--- config.mk ---
export PLATFORM = sky130hd
export DESIGN_NAME = bar_meter_peak
export DESIGN_NICKNAME = d
export VERILOG_FILES = /design/src/rtl/bar_meter_peak.sv
export SDC_FILE = /design/constraint.sdc
export NUM_CORES = 2
export LEC_CHECK = 0
export ABC_AREA = 1
export ABC_CLOCK_PERIOD_IN_PS = 14200
export CAP_MARGIN = 10
export CORE_ASPECT_RATIO = 0.6
export CORE_MARGIN = 5
export CORE_UTILIZATION = 40
export DETAILED_ROUTE_END_ITERATION = 8
export RECOVER_POWER = 100
export SLEW_MARGIN = 20
export SYNTH_ARGS = -nofsm -noshare
export SYNTH_HDL_FRONTEND = slang
export SYNTH_SLANG_ARGS = --single-unit
--- constraint.sdc ---
create_clock -name CLK_VGA -period 14.2 [get_ports CLK_VGA]
set_input_delay 2.13 -clock CLK_VGA [delete_from_list [all_inputs] [get_ports CLK_VGA]]
set_output_delay 2.13 -clock CLK_VGA [all_outputs]
set_load 0.01 [all_outputs]
--- src/rtl/bar_meter_peak.sv ---
// bar_meter_peak: bar-graph level meter with smoothing, peak hold and pixel classification.
// Ports: CLK_VGA/RESET_N clock and async active-low reset; sample_valid/wave_sample capture
// samples round-robin into bins; tick advances smoothing/peak for one bar; fast_attack selects
// instant rise; freeze suspends capture and update; VGA_HORZ_COORD/VGA_VERT_COORD address the
// pixel; bar_on/peak_on/cell_row are the registered classification of that pixel.
module bar_meter_peak #(
    parameter int NUM_BARS   = 80,
    parameter int SAMPLE_W   = 10,
    parameter int LEVEL_W    = 5,
    parameter int COL_LOG2   = 4,
    parameter int ROW_LOG2   = 4,
    parameter int BASE_Y     = 512,
    parameter int HOLD_TICKS = 24
) (
    input  logic                CLK_VGA,
    input  logic                RESET_N,
    input  logic                sample_valid,
    input  logic [SAMPLE_W-1:0] wave_sample,
    input  logic                tick,
    input  logic                fast_attack,
    input  logic                freeze,
    input  logic [11:0]         VGA_HORZ_COORD,
    input  logic [11:0]         VGA_VERT_COORD,
    output logic                bar_on,
    output logic                peak_on,
    output logic [LEVEL_W-1:0]  cell_row
);
    localparam int PW = NUM_BARS > 1 ? $clog2(NUM_BARS) : 1;
    localparam logic [PW-1:0] LAST = PW'(NUM_BARS - 1);
    localparam logic [11:0] LMAX12 = 12'((1 << LEVEL_W) - 1);
    localparam logic [11:0] NB12 = 12'(NUM_BARS);
    localparam logic [11:0] BASE12 = 12'(BASE_Y);
    localparam logic [7:0] HOLD8 = 8'(HOLD_TICKS);
    logic [LEVEL_W-1:0] target [NUM_BARS];
    logic [LEVEL_W-1:0] level [NUM_BARS];
    logic [LEVEL_W-1:0] peak [NUM_BARS];
    logic [7:0]         hold [NUM_BARS];
    logic [PW-1:0]      wp, up, ci;
    logic [LEVEL_W-1:0] cur_t, cur_l, cur_p, new_l, new_t;
    logic [11:0]        col, dy, row;
    logic               valid, grid, unused_ok;
    assign cur_t = target[up];
    assign cur_l = level[up];
    assign cur_p = peak[up];
    assign new_l = cur_t > cur_l ? (fast_attack ? cur_t : cur_l + 1'b1) :
                   cur_t < cur_l ? cur_l - 1'b1 : cur_l;
    assign new_t = wave_sample[SAMPLE_W-1] ? wave_sample[SAMPLE_W-2 -: LEVEL_W] : '0;
    assign col   = VGA_HORZ_COORD >> COL_LOG2;
    assign dy    = BASE12 - VGA_VERT_COORD;
    assign row   = dy >> ROW_LOG2;
    assign valid = VGA_VERT_COORD <= BASE12 && col < NB12 && row <= LMAX12;
    // Out-of-range columns are masked by valid; steer the lookup to bar 0 to stay in bounds.
    assign ci    = valid ? col[PW-1:0] : '0;
    assign grid  = VGA_HORZ_COORD[COL_LOG2-1:0] == '0 || VGA_VERT_COORD[ROW_LOG2-1:0] == '0;
    assign unused_ok = ^{wave_sample, col, dy, row};
    // Nonblocking writes make a same-bar capture/update collision use the old target.
    always_ff @(posedge CLK_VGA or negedge RESET_N) begin
        if (!RESET_N) begin
            for (int i = 0; i < NUM_BARS; i++) begin
                target[i] <= '0;
                level[i]  <= '0;
                peak[i]   <= '0;
                hold[i]   <= '0;
            end
            wp <= '0;
            up <= '0;
        end else begin
            if (sample_valid && !freeze) begin
                target[wp] <= new_t;
                wp <= wp == LAST ? '0 : wp + 1'b1;
            end
            if (tick && !freeze) begin
                level[up] <= new_l;
                if (new_l >= cur_p) begin
                    peak[up] <= new_l;
                    hold[up] <= HOLD8;
                end else if (hold[up] != '0) begin
                    hold[up] <= hold[up] - 1'b1;
                end else if (cur_p != '0) begin
                    peak[up] <= cur_p - 1'b1;
                end
                up <= up == LAST ? '0 : up + 1'b1;
            end
        end
    end
    always_ff @(posedge CLK_VGA or negedge RESET_N) begin
        if (!RESET_N) begin
            bar_on   <= 1'b0;
            peak_on  <= 1'b0;
            cell_row <= '0;
        end else begin
            bar_on   <= valid && !grid && row[LEVEL_W-1:0] <= level[ci];
            peak_on  <= valid && !grid && row[LEVEL_W-1:0] == peak[ci] && peak[ci] != '0;
            cell_row <= VGA_VERT_COORD[ROW_LOG2+LEVEL_W-1:ROW_LOG2];
        end
    end
endmodule

==> impl_metrics.csv <==
group,metric,value,unit
synth,ys_async_sr_fraction,1.00,
critical_path,cp_top_family,"buffers and inverters",
clock_network,clk_path_buf_depth,4,
floorplanning,core-area,0.236,mm^2
clock_network,clk_latency,0.89,ns
sta,setup_tns,0,ns
synth,synth.avg_cell_area,7.76,um^2
synth,synth_cell_types,60,
critical_path,worstPathRequired,14.93,ns
critical_path,timing.critical_path.mode_cell,"nand2_1",
floorplanning,dieArea,0.248,mm^2
sta,slew_violations,851,
clock_network,post-cts-setup-buffers,0,
global_routing,track_usage,0.307,
clock_network,cts-hold-fix-buffers,0,
sta,worst_slew_pin_slew,8.39,ns
critical_path,max_stage_delay,1.59,ns
floorplanning,ios,47,
sta,fmax,82.4,MHz
sta,hold_viol,0,
cells_and_area,fin_nets,12021,
synth,synthAdderAreaFrac,0.00277,
floorplanning,die_w,639,um
synth,synth_edf_count,0,
sta,finalSetupViolCount,0,
drt,wirelength,394,mm
synth,yosysTopAreaCell,"dfrtp_1",
synth,synth-seq-area-share,0.490,
drt,drtIter0Drc,15052,
critical_path,start_kind,"flip-flop",
sta,period_minus_slack,12.14,ns
cells_and_area,syn_to_final_growth,9.43,%
critical_path,crit_buf_inv,10,
synth,synth_compound_gate_area_share,0.181,
sta,relSlewSlack,-4.59,
clock_network,htreeDepth,4,
place,dp_hpwl,255,mm
global_routing,grt_pass1_wl,579,mm
run_status,outcome,"complete, but fails checks",
synth,synth_simple_gate_area_share,0.252,
critical_path,end_kind,"flip-flop",
drt,viasPerCell,6.09,
worst_hold_path,hp-class,"flip-flop to flip-flop",
synth,syn-num-nets,12306,
global_routing,antenna_found_initial,21,
clock_network,numCtsBuffers,186,
drt,drc,0,
run,drv_cap,21,
critical_path,cp_max_fo,63,
sta,rsz0062_at_grt,"false",
synth,synth.mux.area_fraction,0,
global_routing,grt_max_degree,175,
clock_network,clock_sinks,1861,
global_routing,overflow,0,
clock_network,cts.reportedPaths.clkPinSlew,0.07,ns
synth,ys_dominant_reg_cell,"dfrtp_1",
floorplanning,rows,138,
sta,fin_crit_sh,0.855,
clock_network,cts-root-buf,"clkbuf_16",
place,gp_congestion,0.957,
clock_network,cts_resized,0,
floorplanning,fp.dieH,387,um
synth,ys_ff_latch,1861,
global_routing,grt_pass1_vias,86680,
cells_and_area,num-fill-cells,23163,
critical_path,crit_arrival,12.87,ns
synth,yosysWarnings,0,
drt,avgRoutedWirePerCell,25.8,um
drt,vias,92930,
synth,yosysTopAreaCellShare,0.490,
synth,synth_area_leaders,"dfrtp_1 (49%), nand2_1 (15%), o21ai_0 (9.2%), nand3_1 (4.9%), inv_1 (3.6%)",
clock_network,cts_tree,"built",
synth,syn_inst,12245,
cells_and_area,layout_common_cells,"nand2_1 (3,905), dfrtp_1 (1,861), o21ai_0 (1,779)",
critical_path,cpMaxStageDelayCell,"nand3_1",
cells_and_area,layout_commonest_cell,"nand2_1",
cells_and_area,drive_gt1_frac,0.0483,
drt,drt_first_pass_iters,9,
drt,drt.antenna.violating_nets,0,
critical_path,path_class,"flip-flop to flip-flop",
synth,synth_top_family_by_area,"simple AND/OR/NAND/NOR gates",
run_status,violations,"capacitance limit, slew limit",
floorplanning,start_util,0.402,
synth,synth_xor_area_frac,0.000461,
place,portBuffers,42,
sta,finClkSkew,0.103,ns
synth,netlist_area,0.0950,mm^2
through the flow:
step / instance area, um^2 / cells / utilization / hold slack [ns] / worst slack (ns)
global placement: 98000 / 14920 / 0.415 / 0.463 / 4.57
finish: 104000 / 15258 / 0.440 / 0.481 / 2.06
global route: 104000 / 15253 / 0.440 / 0.500 / 1.93
CTS: 104000 / 15250 / 0.442 / 0.482 / 4.46
detailed placement: 98000 / 14920 / 0.415 / 0.466 / 4.49
floorplan: 95000 / 12245 / - / 0.449 / 8.63
tightest hold or removal path, delay by kind of cell (launching register included):
family           cells  cell delay [ns]
flip-flops           1             0.34
AND/OR/NAND/NOR      2             0.12
final cells by class:
class | count | area [um^2] | area share
multi-input cells | 8705 | 41300 | 0.398
flip-flops and latches | 1861 | 46600 | 0.448
inverters | 970 | 3690 | 0.0355
clock buffers | 259 | 5400 | 0.0520
diodes | 6 | 15.0 | 0.000144
repair buffers | 236 | 2060 | 0.0198
clock inverters | 71 | 916 | 0.00881
well taps | 3150 | 3940 | 0.0379
registers in the layout, summed over array words and instances, names as in the netlist:
signal    count
bar_on        1
target      400
wp            7
up            7
level       400
cell_row      5
peak_on       1
peak        400
hold        640
path summary, 6_finish.rpt:
| path | from | end | slack [ns] | cells after the start |
|---|---|---|---|---|
| worst min register to register | hold[54] | hold[54] | 0.48 | 2 |
| worst min-delay path | hold[54] | hold[54] | 0.48 | 2 |
| worst max register to register | up[0] | hold[85] | 2.06 | 35 |
| max in group asynchronous | RESET_N | hold[11] | 3.59 | 5 |
| min in group asynchronous | RESET_N | target[194] | 4.50 | 1 |
| worst max-delay path | up[0] | hold[85] | 2.06 | 35 |
kinds of logic (layout without fill, tap and decap cells):
logic type               count (synthesis)  count (layout)
AND/OR/NAND/NOR                       5745            5745
AO/OA/AOI/OAI                         2934            2934
flip-flops                            1861            1861
buffers and inverters                 1679            1536
adder cells (fa/ha/maj)                 21              21
XOR/XNOR                                 5               5
other                                    0               6
synth_stat cells, types with 17 or more instances:
library cell,instances
buf_1,44
a22o_1,20
o211ai_1,105
o221ai_1,53
nor2_1,529
o21ai_0,1739
buf_4,42
or2_2,17
o22ai_1,217
a21oi_1,200
nand2_1,3915
inv_2,35
buf_2,223
nor3_1,36
inv_1,911
a22oi_1,172
nor2_4,31
a221oi_1,111
buf_6,37
ha_1,21
clkbuf_1,363
o31ai_1,17
a21boi_0,19
o21ai_1,48
o2111ai_1,46
nand3_1,936
o21a_1,94
nand4_1,211
dfrtp_1,1861
clkinv_1,21
per-layer routing:
layer | wire [um] | part of all wire | vias up | GRT usage
met2 | 147000 | 0.37 | 6435 | 0.392
met1 | 166000 | 0.42 | 45089 | 0.457
met4 | 13400 | 0.034 | 12 | 0.0918
met3 | 67500 | 0.17 | 975 | 0.139
met5 | 90 | 0.00023 | - | 0
li1 | - | - | 40419 | -
Power is left out: the tool's default activity adds up to more than one toggle a clock period on the data nets, which glitch-free logic cannot reach.
